--- config.mk ---
export PLATFORM = sky130hd
export DESIGN_NAME = audio_dac_serializer
export DESIGN_NICKNAME = d
export VERILOG_FILES = /design/src/rtl/audio_dac_serializer.sv
export SDC_FILE = /design/constraint.sdc
export NUM_CORES = 1
export LEC_CHECK = 0
export BUFFER_PORTS_ARGS = -buffer_cell sky130_fd_sc_hd__buf_2
export CAP_MARGIN = 25
export CORE_UTILIZATION = 57
export DETAILED_ROUTE_END_ITERATION = 8
export MAX_ROUTING_LAYER = met4
export PLACE_DENSITY = 0.75
export SLEW_MARGIN = 0
export SYNTH_ARGS = -nofsm -noshare
export SYNTH_HDL_FRONTEND = slang
export SYNTH_SLANG_ARGS = --single-unit
--- constraint.sdc ---
create_clock -name clk -period 4.7 [get_ports clk]
set_clock_uncertainty 0.2 [all_clocks]
set_input_delay 0.235 -clock clk [delete_from_list [all_inputs] [get_ports clk]]
set_output_delay 0.235 -clock clk [all_outputs]
set_load 0.05 [all_outputs]
--- src/rtl/audio_dac_serializer.sv ---
// audio_dac_serializer: FIFO-buffered stereo I2S transmitter with bclk/lrclk divided from clk.
// Build option DAC_HOLD_ON_UNDERRUN_EN: underrun frames repeat the last popped pair instead of zeros.
module audio_dac_serializer #(
  parameter int DATA_WIDTH  = 24,
  parameter int FIFO_ADDR_W = 2,
  parameter int BCLK_DIV    = 8,
  parameter int SLOT_BITS   = 32
) (
  input  logic                  clk,
  input  logic                  reset,
  input  logic                  run,
  input  logic                  wr,
  input  logic [DATA_WIDTH-1:0] data_left,
  input  logic [DATA_WIDTH-1:0] data_right,
  output logic                  full,
  output logic                  empty,
  output logic [FIFO_ADDR_W:0]  fill_level,
  output logic                  overflow,
  output logic                  underrun,
  output logic                  bclk,
  output logic                  lrclk,
  output logic                  sdata
);
  localparam int DEPTH = 2 ** FIFO_ADDR_W;
  localparam int FRAME = 2 * SLOT_BITS;
  localparam int CW    = $clog2(BCLK_DIV + 1);
  localparam int BW    = $clog2(FRAME);
  logic [2*DATA_WIDTH-1:0] mem [DEPTH];
  logic [FIFO_ADDR_W-1:0]  wr_ptr, rd_ptr;
  logic [CW-1:0]           div_cnt;
  logic [BW-1:0]           bit_cnt, bit_nxt, pos;
  logic [DATA_WIDTH-1:0]   l_sr, r_sr, fill_l, fill_r, load_l, load_r;
  logic                    wrap, fe, frame_start, pop, push, right, in_word;
  assign full  = fill_level[FIFO_ADDR_W];
  assign empty = fill_level == '0;
  always_comb begin
    wrap        = run && div_cnt == CW'(BCLK_DIV - 1);
    fe          = wrap && bclk;
    frame_start = fe && bit_cnt == BW'(FRAME - 1);
    pop         = frame_start && !empty;
    push        = wr && (!full || pop);
    bit_nxt     = frame_start ? '0 : bit_cnt + BW'(1);
    right       = bit_nxt >= BW'(SLOT_BITS);
    pos         = right ? bit_nxt - BW'(SLOT_BITS) : bit_nxt;
    in_word     = pos != '0 && pos <= BW'(DATA_WIDTH);
    load_l      = pop ? mem[rd_ptr][2*DATA_WIDTH-1:DATA_WIDTH] : fill_l;
    load_r      = pop ? mem[rd_ptr][DATA_WIDTH-1:0] : fill_r;
  end
`ifdef DAC_HOLD_ON_UNDERRUN_EN
  logic [DATA_WIDTH-1:0] hold_l, hold_r;
  always_ff @(posedge clk or posedge reset)
    if (reset) {hold_l, hold_r} <= '0;
    else if (pop) {hold_l, hold_r} <= mem[rd_ptr];
  assign fill_l = hold_l;
  assign fill_r = hold_r;
`else
  assign fill_l = '0;
  assign fill_r = '0;
`endif
  always_ff @(posedge clk)
    if (push) mem[wr_ptr] <= {data_left, data_right};
  always_ff @(posedge clk or posedge reset) begin
    if (reset) begin
      wr_ptr     <= '0;
      rd_ptr     <= '0;
      fill_level <= '0;
      overflow   <= 1'b0;
      underrun   <= 1'b0;
      div_cnt    <= '0;
      bit_cnt    <= BW'(FRAME - 1);
      bclk       <= 1'b0;
      lrclk      <= 1'b0;
      sdata      <= 1'b0;
      l_sr       <= '0;
      r_sr       <= '0;
    end else begin
      wr_ptr     <= push ? wr_ptr + FIFO_ADDR_W'(1) : wr_ptr;
      rd_ptr     <= pop ? rd_ptr + FIFO_ADDR_W'(1) : rd_ptr;
      fill_level <= push && !pop ? fill_level + (FIFO_ADDR_W+1)'(1) :
                    pop && !push ? fill_level - (FIFO_ADDR_W+1)'(1) : fill_level;
      overflow   <= wr && !push;
      underrun   <= frame_start && empty;
      // bit_cnt parks on the last position so the first falling edge after run rises starts a frame
      if (!run) begin
        div_cnt <= '0;
        bit_cnt <= BW'(FRAME - 1);
        bclk    <= 1'b0;
        lrclk   <= 1'b0;
        sdata   <= 1'b0;
        l_sr    <= '0;
        r_sr    <= '0;
      end else begin
        div_cnt <= wrap ? '0 : div_cnt + CW'(1);
        bclk    <= bclk ^ wrap;
        if (fe) begin
          bit_cnt <= bit_nxt;
          lrclk   <= right;
          sdata   <= in_word && (right ? r_sr[DATA_WIDTH-1] : l_sr[DATA_WIDTH-1]);
          if (frame_start) begin
            l_sr <= load_l;
            r_sr <= load_r;
          end else if (in_word && right) r_sr <= r_sr << 1;
          else if (in_word) l_sr <= l_sr << 1;
        end
      end
    end
  end
endmodule
==> summary.txt <==
Run status
  • Status: finished, final reports clean

Hold path
  • Hold/Removal Path Class: in -> reg

Worst setup path
  • Critical Path Sink Type: register
  • Setup crit end: r_sr[21]$_DFFE_PP0P_
  • Maximum fanout along the worst path: 52
  • R2r setup slk: 0.91 ns
  • Critical path startpoint category: register
  • Setup CP Type: reg -> reg
  • Crit path from: div_cnt[0]$_DFF_PP0_
  • CP required: 4.94 ns
  • Worst-case reg-to-reg path depth: 9
  • R2r startpoint: div_cnt[0]$_DFF_PP0_
  • RR Endpoint: r_sr[21]$_DFFE_PP0P_
  • Worst EP arrival: 4.03 ns

Timing
  • # setup viols final: 0
  • Worst-margin pin slew: 1.07 ns
  • Maximum clock rate: 264 MHz
  • Final Hold Fails: 0
  • Minimum clock period: 3.79 ns
  • RSZ-0062 raised after global routing: false
  • Slew HR: 28.8%
  • Slew Limit Fails: 0
  • Setup TNS: 0 ns
  • Period utilization: 80.7%

Place
  • IO buf count: 61
  • Placed Area: 11200 µm²
  • Gpl congestion: 0.825
  • Post-DP HPWL: 12.0 mm

Clock network
  • # Post-CTS Setup Buffers: 0
  • Clock slew seen by the registers of the worst setup and hold paths: 0.06 ns
  • Clock latency on the worst-skew pair: 0.51 ns
  • CTS tree: yes
  • Root buffer cell: clkbuf_16
  • Clock Path Buffers: 3
  • CTS buffer count: 26
  • H-tree levels: 1
  • Post-cts repair resize count: 0
  • Clock sinks: 262

Drt
  • Post-route ant nets: 0
  • Routed WL: 20.4 mm
  • Pre-antenna DRT Iters: 5
  • Drt drc: 0
  • Avg WL per Cell: 21.5 µm
  • Initial drt markers: 597
  • Avg Vias per Cell: 6.10
  • Routed via count: 5781

Die
  • Starting density of the core: 59.1%
  • Chip Width: 140 µm
  • IO Pins: 62
  • Die Area: 19500 µm²
  • Die height: 140 µm
  • Core area: 18300 µm²
  • Num rows: 49

Global routing
  • Vias in the first global route: 6016
  • GRT Resource Usage Total: 22.6%
  • GR Overflow Total: 0
  • Initial antenna violation count: 0
  • First-pass GRT wire length: 32.9 mm
  • Largest net degree at the start of global routing: 71

Yosys
  • Synth Cell Area: 10800 µm²
  • Main combinational cell family by area after synthesis: compound AO/OA/AOI/OAI gates
  • Mux contribution to synthesized area: 10.2%
  • Syn Nets: 650
  • Synth Area per Inst: 18.4 µm²
  • Netlist cell types: 54
  • Post-Synth Simple-Gate Area: 3.59%
  • Post-Synthesis Cells: 588
  • Synth Register Bits: 262
  • Yosys Warn Count: 0
  • Area share of fa/ha/maj cells after synthesis: 1.23%
  • Synth Area in XOR/XNOR: 0.973%
  • Synth Area in Compound Gates: 11.1%
  • Sequential-to-total area share from yosys stat: 69.7%

Finish
  • Utilization after layout: 69.1%
  • Final #Nets: 760
  • Share of cells above drive strength 1: 31.5%
  • Diodes inserted: 0
  • Design Area, Final: 12600 µm²
  • Layout overhead on the synthesized area: 16.9%

Power and ir drop
  • Max IR drop VDD: 0.380 mV
  • Leakage: 4.45 nW
  • PwrDens: 434 nW/µm²

Run
  • Max cap viols: 0
==> critical path: stages (launching register included) <==
cell	delay, ns
dfrtp_1	0.38
ha_1	0.23
nand4b_1	0.13
inv_1	0.10
ha_1	0.47
inv_2	0.06
or3_2	0.51
buf_4	0.36
a21oi_2	0.92
o221a_2	0.34
==> per-layer routing <==
metal  up-vias  global-route usage (%)  routed length, µm
li1       2606                       -                  -
met1      2986                    31.7               9030
met2       166                    36.1              10200
met3        23                    2.89                921
met4         0                    4.86                252
met5         -                       -                  0
==> per-stage QoR <==
step | cells | setup WS [ns] | hold slack, ns | power (mW)
detailed placement | 846 | 0.966 | 0.252 | 3.44
CTS | 945 | 0.906 | 0.250 | 5.53
global route | 947 | 0.662 | 0.269 | 5.67
floorplan | 588 | 0.898 | 0.134 | 3.23
global placement | 846 | 1.07 | 0.245 | 3.41
finish | 947 | 0.909 | 0.266 | 5.48
==> where the power goes <==
part	switching, mW	internal [mW]
combinational	0.379	0.189
sequential	0.0777	2.77
clock	0.817	1.25
total	1.27	4.21
==> state kept, by name (all words and copies together) (netlist names) <==
name	flops
bclk	1
div_cnt	4
wr_ptr	2
underrun	1
rd_ptr	2
fill_level	3
bit_cnt	6
l_sr	24
r_sr	24
lrclk	1
mem	192
sdata	1
overflow	1
==> what timing repair did <==
item,in CTS,in global routing
hold buffers,51,0
setup endpoints to repair,0,0
hold endpoints to repair,259,0
==> area by class of cell <==
type / instances / area [µm²]
tap: 229 / 287
clock inverter: 12 / 134
timing repair buffer: 129 / 976
inverter: 9 / 33.8
sequential: 262 / 7530
fill: 1125 / 5650
clock buffer: 36 / 729
multi-input combinational: 270 / 2930
==> cell usage in the layout, fill, tap and decap left out, types with 7 or more instances in the layout <==
master	n
o221a_1	20
xor2_1	7
dlygate4sd3_1	51
edfxtp_1	192
a21oi_1	7
clkbuf_1	7
a221o_1	22
buf_4	15
nand2_1	17
dfrtp_1	62
a22oi_2	15
clkbuf_16	27
nor2_1	30
o21ai_0	8
ha_1	9
buf_2	61
a211oi_2	19
mux4_2	48
a22oi_1	10
==> cells in the mapped netlist, drive strengths merged <==
library cell	count	area share (%)
nand4	2	0.12
mux2i	1	0.093
ha	9	1.0
dfrtp	64	15
a21oi	8	0.41
clkbuf	12	0.42
o21ai	9	0.42
edfxtp	192	53
a22oi	25	2.4
nor2b	1	0.058
xor2	7	0.57
nor3	5	0.28
o31ai	2	0.14
dfstp	6	1.5
nor4b	1	0.081
nand2b	1	0.058
nand4b	1	0.081
mux2	1	0.10
a221o	22	2.0
and2	7	0.43
a21boi	1	0.10
nor2	31	1.2
and3	2	0.12
o311a	1	0.093
o211ai	2	0.19
nand2	17	0.59
nand3	7	0.44
o22ai	2	0.12
a211oi	23	2.5
or2	1	0.058
a41oi	1	0.081
xnor2	5	0.41
inv	9	0.31
or3	1	0.058
o221a	24	2.5
a41o	1	0.093
mux4	48	10
buf	35	2.5
fa	1	0.19
==> cell families after synthesis <==
group	count (synthesis)
xor gates and xnor gates	12
AOI/OAI and AO/OA	121
DFF	262
muxes	50
buffers and inverters	56
and+or+nand+nor	77
adders and majority gates	10
==> worst min-delay path by stage <==
stage	to	from	slack (ns)	cells past startpoint
finish	mem[3][39]$_DFFE_PP_	data_left[15]	0.27	2
global placement	mem[0][10]$_DFFE_PP_	data_right[10]	0.24	1
detailed placement	mem[1][9]$_DFFE_PP_	data_right[9]	0.25	1
global route	mem[2][35]$_DFFE_PP_	data_left[11]	0.27	2
floorplan	mem[0][0]$_DFFE_PP_	data_right[0]	0.13	0
CTS	mem[2][26]$_DFFE_PP_	data_left[2]	0.25	2
Power figures use the tool's default switching activity.
